### src/rtl/jpeg_pkg.sv
// Shared JPEG block constants and the zigzag-to-raster index table.
// Used by zigzag_buffer in both the forward and the ZZ_INVERSE_EN build.
package jpeg_pkg;

   localparam int DATA_W_DEF = 12;
   localparam int BLK_N      = 64;
   localparam int IDX_W      = 6;
   localparam int MEM_AW     = IDX_W + 1;

   typedef enum logic {
      ST_IDLE   = 1'b0,
      ST_STREAM = 1'b1
   } zz_state_e;

   // Entry k is the raster position of the k-th coefficient in zigzag order.
   localparam logic [IDX_W-1:0] ZZ_LUT [BLK_N] = '{
      6'd0,  6'd1,  6'd8,  6'd16, 6'd9,  6'd2,  6'd3,  6'd10,
      6'd17, 6'd24, 6'd32, 6'd25, 6'd18, 6'd11, 6'd4,  6'd5,
      6'd12, 6'd19, 6'd26, 6'd33, 6'd40, 6'd48, 6'd41, 6'd34,
      6'd27, 6'd20, 6'd13, 6'd6,  6'd7,  6'd14, 6'd21, 6'd28,
      6'd35, 6'd42, 6'd49, 6'd56, 6'd57, 6'd50, 6'd43, 6'd36,
      6'd29, 6'd22, 6'd15, 6'd23, 6'd30, 6'd37, 6'd44, 6'd51,
      6'd58, 6'd59, 6'd52, 6'd45, 6'd38, 6'd31, 6'd39, 6'd46,
      6'd53, 6'd60, 6'd61, 6'd54, 6'd47, 6'd55, 6'd62, 6'd63
   };

   function automatic logic [IDX_W-1:0] zz_idx(input logic [IDX_W-1:0] k);
      return ZZ_LUT[k];
   endfunction

endpackage

### src/rtl/buf_mem.sv
// Simple dual-port block RAM: one write port, one registered read port.
// Only the read data register is reset; the array contents are not.
module buf_mem #(
   parameter int DATA_W = 12,
   parameter int ADDR_W = 7
) (
   input  logic              CLOCK_50,
   input  logic              rst,
   input  logic              wr_en,
   input  logic [ADDR_W-1:0] wr_addr,
   input  logic [DATA_W-1:0] wr_data,
   input  logic              rd_en,
   input  logic [ADDR_W-1:0] rd_addr,
   output logic [DATA_W-1:0] rd_data
);

   localparam int DEPTH = 1 << ADDR_W;

   logic [DATA_W-1:0] mem [DEPTH];

   always_ff @(posedge CLOCK_50) begin
      if (wr_en) begin
         mem[wr_addr] <= wr_data;
      end
   end

   // Read data holds when no read is issued, so a stalled stream keeps its last value.
   always_ff @(posedge CLOCK_50) begin
      if (rst) begin
         rd_data <= '0;
      end else if (rd_en) begin
         rd_data <= mem[rd_addr];
      end
   end

endmodule

### src/rtl/zigzag_buffer.sv
// Ping-pong 8x8 reorder buffer: row-major in, zigzag out (raster out when
// ZZ_INVERSE_EN is defined). Input and output advance together on ena_in.
//
//   state     | meaning
//   ST_IDLE   | first block still filling, reads suppressed
//   ST_STREAM | one full block buffered, a read issues on every ena_in
module zigzag_buffer
   import jpeg_pkg::*;
#(
   parameter int DATA_W = DATA_W_DEF
) (
   input  logic              CLOCK_50,
   input  logic              rst,
   input  logic              ena_in,
   input  logic [DATA_W-1:0] S_in,
   output logic [DATA_W-1:0] S_out,
   output logic              valid_out,
   output logic              sob_out
);

   zz_state_e         state_q;
   zz_state_e         state_d;
   logic [IDX_W-1:0]  widx;
   logic [IDX_W-1:0]  ridx;
   logic              wbuf;
   logic              primed;
   logic              rd_issue;
   logic [IDX_W-1:0]  lut_in;
   logic [IDX_W-1:0]  lut_out;
   logic [MEM_AW-1:0] wr_addr;
   logic [MEM_AW-1:0] rd_addr;

   assign primed   = (state_q == ST_STREAM);
   assign rd_issue = ena_in && primed;

   // A single LUT serves whichever side is permuted in this build.
`ifdef ZZ_INVERSE_EN
   assign lut_in  = widx;
   assign lut_out = zz_idx(lut_in);
   assign wr_addr = {wbuf, lut_out};
   assign rd_addr = {~wbuf, ridx};
`else
   assign lut_in  = ridx;
   assign lut_out = zz_idx(lut_in);
   assign wr_addr = {wbuf, widx};
   assign rd_addr = {~wbuf, lut_out};
`endif

   always_comb begin
      state_d = state_q;
      case (state_q)
         ST_IDLE: begin
            if (ena_in && (widx == 6'd63)) begin
               state_d = ST_STREAM;
            end
         end
         ST_STREAM: state_d = ST_STREAM;
         default:   state_d = ST_IDLE;
      endcase
   end

   always_ff @(posedge CLOCK_50) begin
      if (rst) begin
         state_q   <= ST_IDLE;
         widx      <= '0;
         ridx      <= '0;
         wbuf      <= 1'b0;
         valid_out <= 1'b0;
         sob_out   <= 1'b0;
      end else begin
         state_q   <= state_d;
         valid_out <= rd_issue;
         sob_out   <= rd_issue && (ridx == 6'd0);
         if (ena_in) begin
            widx <= widx + 6'd1;
            if (widx == 6'd63) begin
               wbuf <= ~wbuf;
            end
         end
         // Once primed, ridx tracks widx exactly, so both wrap on the same edge.
         if (rd_issue) begin
            ridx <= ridx + 6'd1;
         end
      end
   end

   buf_mem #(
      .DATA_W (DATA_W),
      .ADDR_W (MEM_AW)
   ) u_buf_mem (
      .CLOCK_50 (CLOCK_50),
      .rst      (rst),
      .wr_en    (ena_in),
      .wr_addr  (wr_addr),
      .wr_data  (S_in),
      .rd_en    (rd_issue),
      .rd_addr  (rd_addr),
      .rd_data  (S_out)
   );

endmodule

### config.mk
export PLATFORM = sky130hd
export DESIGN_NAME = zigzag_buffer
export DESIGN_NICKNAME = d
export VERILOG_FILES = /design/src/rtl/jpeg_pkg.sv /design/src/rtl/buf_mem.sv /design/src/rtl/zigzag_buffer.sv
export SDC_FILE = /design/constraint.sdc
export NUM_CORES = 2
export LEC_CHECK = 0
export ABC_CLOCK_PERIOD_IN_PS = 3500
export BUFFER_PORTS_ARGS = -buffer_cell sky130_fd_sc_hd__buf_2
export CAP_MARGIN = 20
export CORE_MARGIN = 2
export CORE_UTILIZATION = 57
export CTS_CLUSTER_SIZE = 14
export DETAILED_ROUTE_END_ITERATION = 8
export HOLD_SLACK_MARGIN = 0.15
export PLACE_DENSITY = 0.76
export SLEW_MARGIN = 20
export SYNTH_ARGS = -nofsm -noshare
export SYNTH_HDL_FRONTEND = slang
export SYNTH_HIERARCHICAL = 1
export SYNTH_SLANG_ARGS = --single-unit
### constraint.sdc
create_clock -name CLOCK_50 -period 3.5 [get_ports CLOCK_50]
set_clock_uncertainty 0.15 [all_clocks]
set_input_delay 0.35 -clock CLOCK_50 [delete_from_list [all_inputs] [get_ports CLOCK_50]]
set_output_delay 0.35 -clock CLOCK_50 [all_outputs]
set_load 0.01 [all_outputs]
---- Word level (Yosys, flattened, before mapping) ----
Memory sizes are Yosys's and may differ from the RTL's. A register that Yosys moved wholly into a read port is not among the register bits.
Index checks and enable logic that the tools add are counted.
storage, ports and cells
  memory bits (writable) .................. 1536
  ROM bits ................................ 384
  memories kept ........................... 2
  input bits .............................. 15
  register bits after elaboration ......... 16
memories
  memory           words  bits a word  read ports  clocked after memory_dff  wr ports  line            source
  u_buf_mem.mem    128    12           1           1                         1         buf_mem.sv:19   logic [DATA_W-1:0] mem [DEPTH];
  (no name shown)  64     6            1           0                         0         jpeg_pkg.sv:28  return ZZ_LUT[k];
cells by class
  reductions and logical operators ........ 5
  add/subtract/negate cells ............... 2
  $lt $le $gt $ge ......................... 1
  bitwise operators ....................... 3
  equality and inequality tests ........... 1
  muxes and demuxes ....................... 6
operator list
  operator             number
  $add 6x1->6 const B  2
  $mux 6               2
  $ge 7x7->1 const B   1
  $not 6->7            1
  $eq 6x6->1 const B   1
  $logic_not 6->1      1
  $logic_and 1x1->1    3
  $mux 1               3
  $not 1->1            2
  $pmux 1 s2           1
  $reduce_and 2->1     1

---- Logic depth before layout (Yosys ltp) ----
  depth after elaboration ................. 4
  depth in mapped cells ................... 20
  depth with buffers taken out ............ 12

---- By module ----
Netlist, hierarchy kept.
by module, submodules not included
  module         cells each  area an instance (sq um)  times used
  buf_mem        2905        60286.6                   1
  zigzag_buffer  168         1351.3                    1

---- Worst setup path before layout ----
No wires, ideal clock.
  kind .................................... register -> register
  start point ............................. register ridx[0], in the netlist lut_in[0]
  end point ............................... register u_buf_mem.rd_data[1] (read register of u_buf_mem.mem)
  data required time ...................... 3.217 ns
  setup time .............................. 0.133 ns
  cell stages (with the launch flop) ...... 16
  path slack .............................. -0.383 ns
  data arrival time ....................... 3.599 ns
  cells stage by stage .................... dfxtp_1 > buf_4 > inv_2 > ha_1 > o211ai_1 > o21ai_1 > mux4_2 > buf_6 > buf_12 > buf_6 > mux4_2 > mux4_2 > o22ai_1 > nor3_1 > nor4_1 > nor4_1
between the ends
  cells in the longest elaborated chain, start to end .. 4
RTL lines
  item                                        line                 source
  start: declaration                          zigzag_buffer.sv:24  logic [IDX_W-1:0] ridx;
  start signal: assignment                    zigzag_buffer.sv:82  ridx <= ridx + 6'd1;
  $not 6->7 (not written as such)             jpeg_pkg.sv:28
  $mem_v2 64x6                                --
  $mux 6 (not written as such) (2 in series)  jpeg_pkg.sv:28
  via lut_out[0]                              zigzag_buffer.sv:29  logic [IDX_W-1:0] lut_out;
  end: declaration                            buf_mem.sv:14        output logic [DATA_W-1:0] rd_data
The timed path passes the listed nets, and every way through them passes these cells. The select of a mux whose other input is x is not followed.
A chain may end at the register's enable or synchronous reset.

---- Worst setup path in the final report ----
  start point ............................. register ridx[0], in the netlist lut_in[0]
  end point ............................... register u_buf_mem.rd_data[6] (read register of u_buf_mem.mem)
Same word-level chain as after synthesis.

==> results.md <==
- Core area: 107200 µm²
- Routability Congestion: 0.8934
- Critical Path RT: a little under 4000 ps
- Startpoint types: flop
- Final Hold Viols: 0
- Crit path kind: reg -> reg
- IO Pins: 29
- Worst EP arrival: 4590 ps
- Sequential fraction of the synthesis area: 0.7574
- Post-synth top flop: edfxtp_1
- Post-synthesis async set-or-reset flop share: 0
- First-pass GRT wire length: approximately 230000 µm
- Clock-pin slew on the worst setup and hold paths: 60 ps
- Row count: 120
- Synth Area in Simple Gates: 0.02923
- TritonCTS clock tree: yes
- Detailed Route WL: roughly 160000 µm
- Pins Over Slew Limit: 0
- Post-route ant nets: 0
- #FFs+latches synth: around 1600
- Largest net degree at the start of global routing: 101
- Num CTS Buffers: between 150 and 200
- Vias in the first global route: 33200
- Max VDD drop: approximately 0.0005 V
- Max clock buf depth: 3
- Clk Latency, worst-skew pair: between 700 and 800 ps
- Synth Net Count: 3103
- EDFF count, synth: about 1500
- Via density: between 6 and 7
- Clk sinks: 1564
- Max-cap violation count: 0
- Yosys cell types: slightly above 50
- Main combinational cell family by area after synthesis: multiplexers
- Residual DRC: 0
- Leak Pwr: about 22 nW
- Cells after Synth: 3073
- Wire per inst: between 30 and 40 µm
- Final Cycle Share: 1.176
- Worst-margin pin slew: about 1000 ps
- Fin util: 0.6723
- Final WS setup: -615.4 ps
- Number of DRC markers in iteration 0: approximately 4800
- Most frequent cells in the layout: edfxtp_1, buf_4, mux2i_1
- Port Buffers: 28
- H-tree Lvls: 4
- Leading cell type in the layout, fill and taps excluded: edfxtp_1
- Post-synthesis adder-cell area fraction: 0.003045
- Clk Tree Root Cell: clkbuf_16
- Die Y-Extent: 332.8 µm
- Fmax: 243.0 MHz
- Mux cell area share after synthesis: 0.1545
- Area share of the largest cell type after synthesis: 0.7483
- Mapped cell area: a little over 60000 µm²
- Slew headroom: 0.2997
- Final min period: a little over 4000 ps
- Area grow syn2layout: 16.92%
- Die ar.: between 100000 and 150000 µm²
- Failing checks: setup timing
- Layout cells sized above 1: 0.2843
- Outcome: finished with violations
- Total number of vias: ~33000
- Synth top area cells: edfxtp_1, mux4_2, mux2i_1
- Synth Area in Compound Gates: 0.03303
- Pwr Density: between 500 and 600 nW/µm²
- Worst Path Max Fanout: 6
- Setup violators final: 12
- Initial Util: 0.5750
- DRT Pass-1 Iters: 6
- DP HPWL: between 90000 and 100000 µm
- Synth Area in XOR/XNOR: 0.001421
- Pwr Total: 0.03738 W
- Worst hold-check path type: in -> reg
- Nets: around 3500
- GRT overflow: 0
- CP endpoint kind: flop
- Gr usage total: 0.2815
- Syn Area/Cell: approximately 20 µm²
- Yosys top cell by area: edfxtp_1
- Initial antenna violation count: 5
- Unrepaired setup endpoints after global routing: true
- Die Span X: between 300 and 400 µm
- Yosys warning count: 6
-- final timing paths --
check / startpoint / endpoint / slack [ps] / cells past startpoint
max: lut_in[0]$_SDFFE_PP0P_ / u_buf_mem/rd_data[6]$_SDFFE_PP0P_ / -620 / 15
min: rst / u_buf_mem/rd_data[8]$_SDFFE_PP0P_ / 70 / 2
max reg2reg: lut_in[0]$_SDFFE_PP0P_ / u_buf_mem/rd_data[6]$_SDFFE_PP0P_ / -620 / 15
min reg2reg: primed$_SDFF_PP0_ / primed$_SDFF_PP0_ / 350 / 2
-- registers in the layout, indices dropped and copies added, names as in the netlist --
signal,cells
lut_in,6
primed,1
sob_out,1
u_buf_mem/mem,1536
u_buf_mem/rd_data,12
valid_out,1
wbuf,1
widx,6
-- logic make-up after synthesis --
group / count (synthesis)
adder cells (fa/ha/maj): 15
buffers and inverters: 191
flip-flops: 1564
XOR/XNOR: 10
multiplexers: 604
AO/OA/AOI/OAI: 301
AND/OR/NAND/NOR: 388
-- synthesized netlist by cell type, types with 5 or more instances --
master and count:
buf_4 21, nor2b_1 25, xor2_1 5, a22o_1 5, o21ai_0 17, dfxtp_1 28, ha_1 15, a22oi_1 136
mux2i_1 320, a21oi_1 73, nand2b_1 30, nor3_1 25, o211ai_1 9, buf_2 26, mux2_2 7, buf_8 9
xnor2_1 5, a221oi_1 14, nor2_1 164, buf_1 8, edfxtp_1 1536, mux4_2 277, nand4_1 13, a211oi_1 15
o21ai_1 7, o22ai_1 5, nand2_1 59, nor4_1 22, buf_6 26, nand3_1 35, inv_1 13, clkbuf_1 74
a31oi_1 7, buf_12 12
-- repair_timing --
item	in CTS	in global routing
cloned	4	5
pin swaps	17	20
buffers inserted	9	16
endpoints found under the hold margin	657	66
hold buffers	14	1
endpoints found under the setup margin	12	12
gates resized for setup	84	65
-- layout make-up --
class / instances / area (µm²)
Tap cell: 1403 / 1755
Inverter: 15 / 61.31
Clock buffer: 203 / 4163
Timing Repair Buffer: 451 / 4374
Fill cell: 6541 / 35130
Clock inverter: 76 / 768.2
Antenna cell: 3 / 7.507
Sequential cell: 1564 / 46690
Multi-Input combinational cell: 1318 / 14250
-- metrics by stage --
stage,setup slack [ps],hold slack [ps],instance area (µm²),TNS [ps],instances
floorplan,-30.45,278.3,61700,-42.26,3073
global placement,-918.1,323.4,65800,-8531,4704
detailed placement,-906.4,342.9,65800,-8550,4704
CTS,-593.3,19.94,71460,-5993,5009
global route,-698.5,64.52,72060,-7593,5031
finish,-615.4,65.44,72070,-6625,5033
-- report_power, final --
group	total [W]	internal (W)	switching [W]
clock	0.0163	0.00941	0.00685
combinational	0.000525	0.0000954	0.000430
sequential	0.0206	0.0206	0.0000148
-- critical path: stages (launching register included) --
cell,delay [ps]
dfxtp_4,390
inv_6,50
ha_4,230
buf_6,120
xor2_1,160
mux2_2,260
mux4_4,670
buf_12,200
buf_12,150
buf_8,130
mux4_2,300
mux4_2,500
nand2b_1,90
o211ai_1,250
a21oi_2,240
nor4_1,60
-- per-layer routing --
layer	global-route usage	vias to the layer above	part of all wire
li1	-	13500	-
met2	0.4444	2271	0.48
met1	0.3913	16980	0.37
met5	0	-	0.00014
met3	0.05929	364	0.12
met4	0.1067	4	0.037
(Power assumes the default switching activity.)
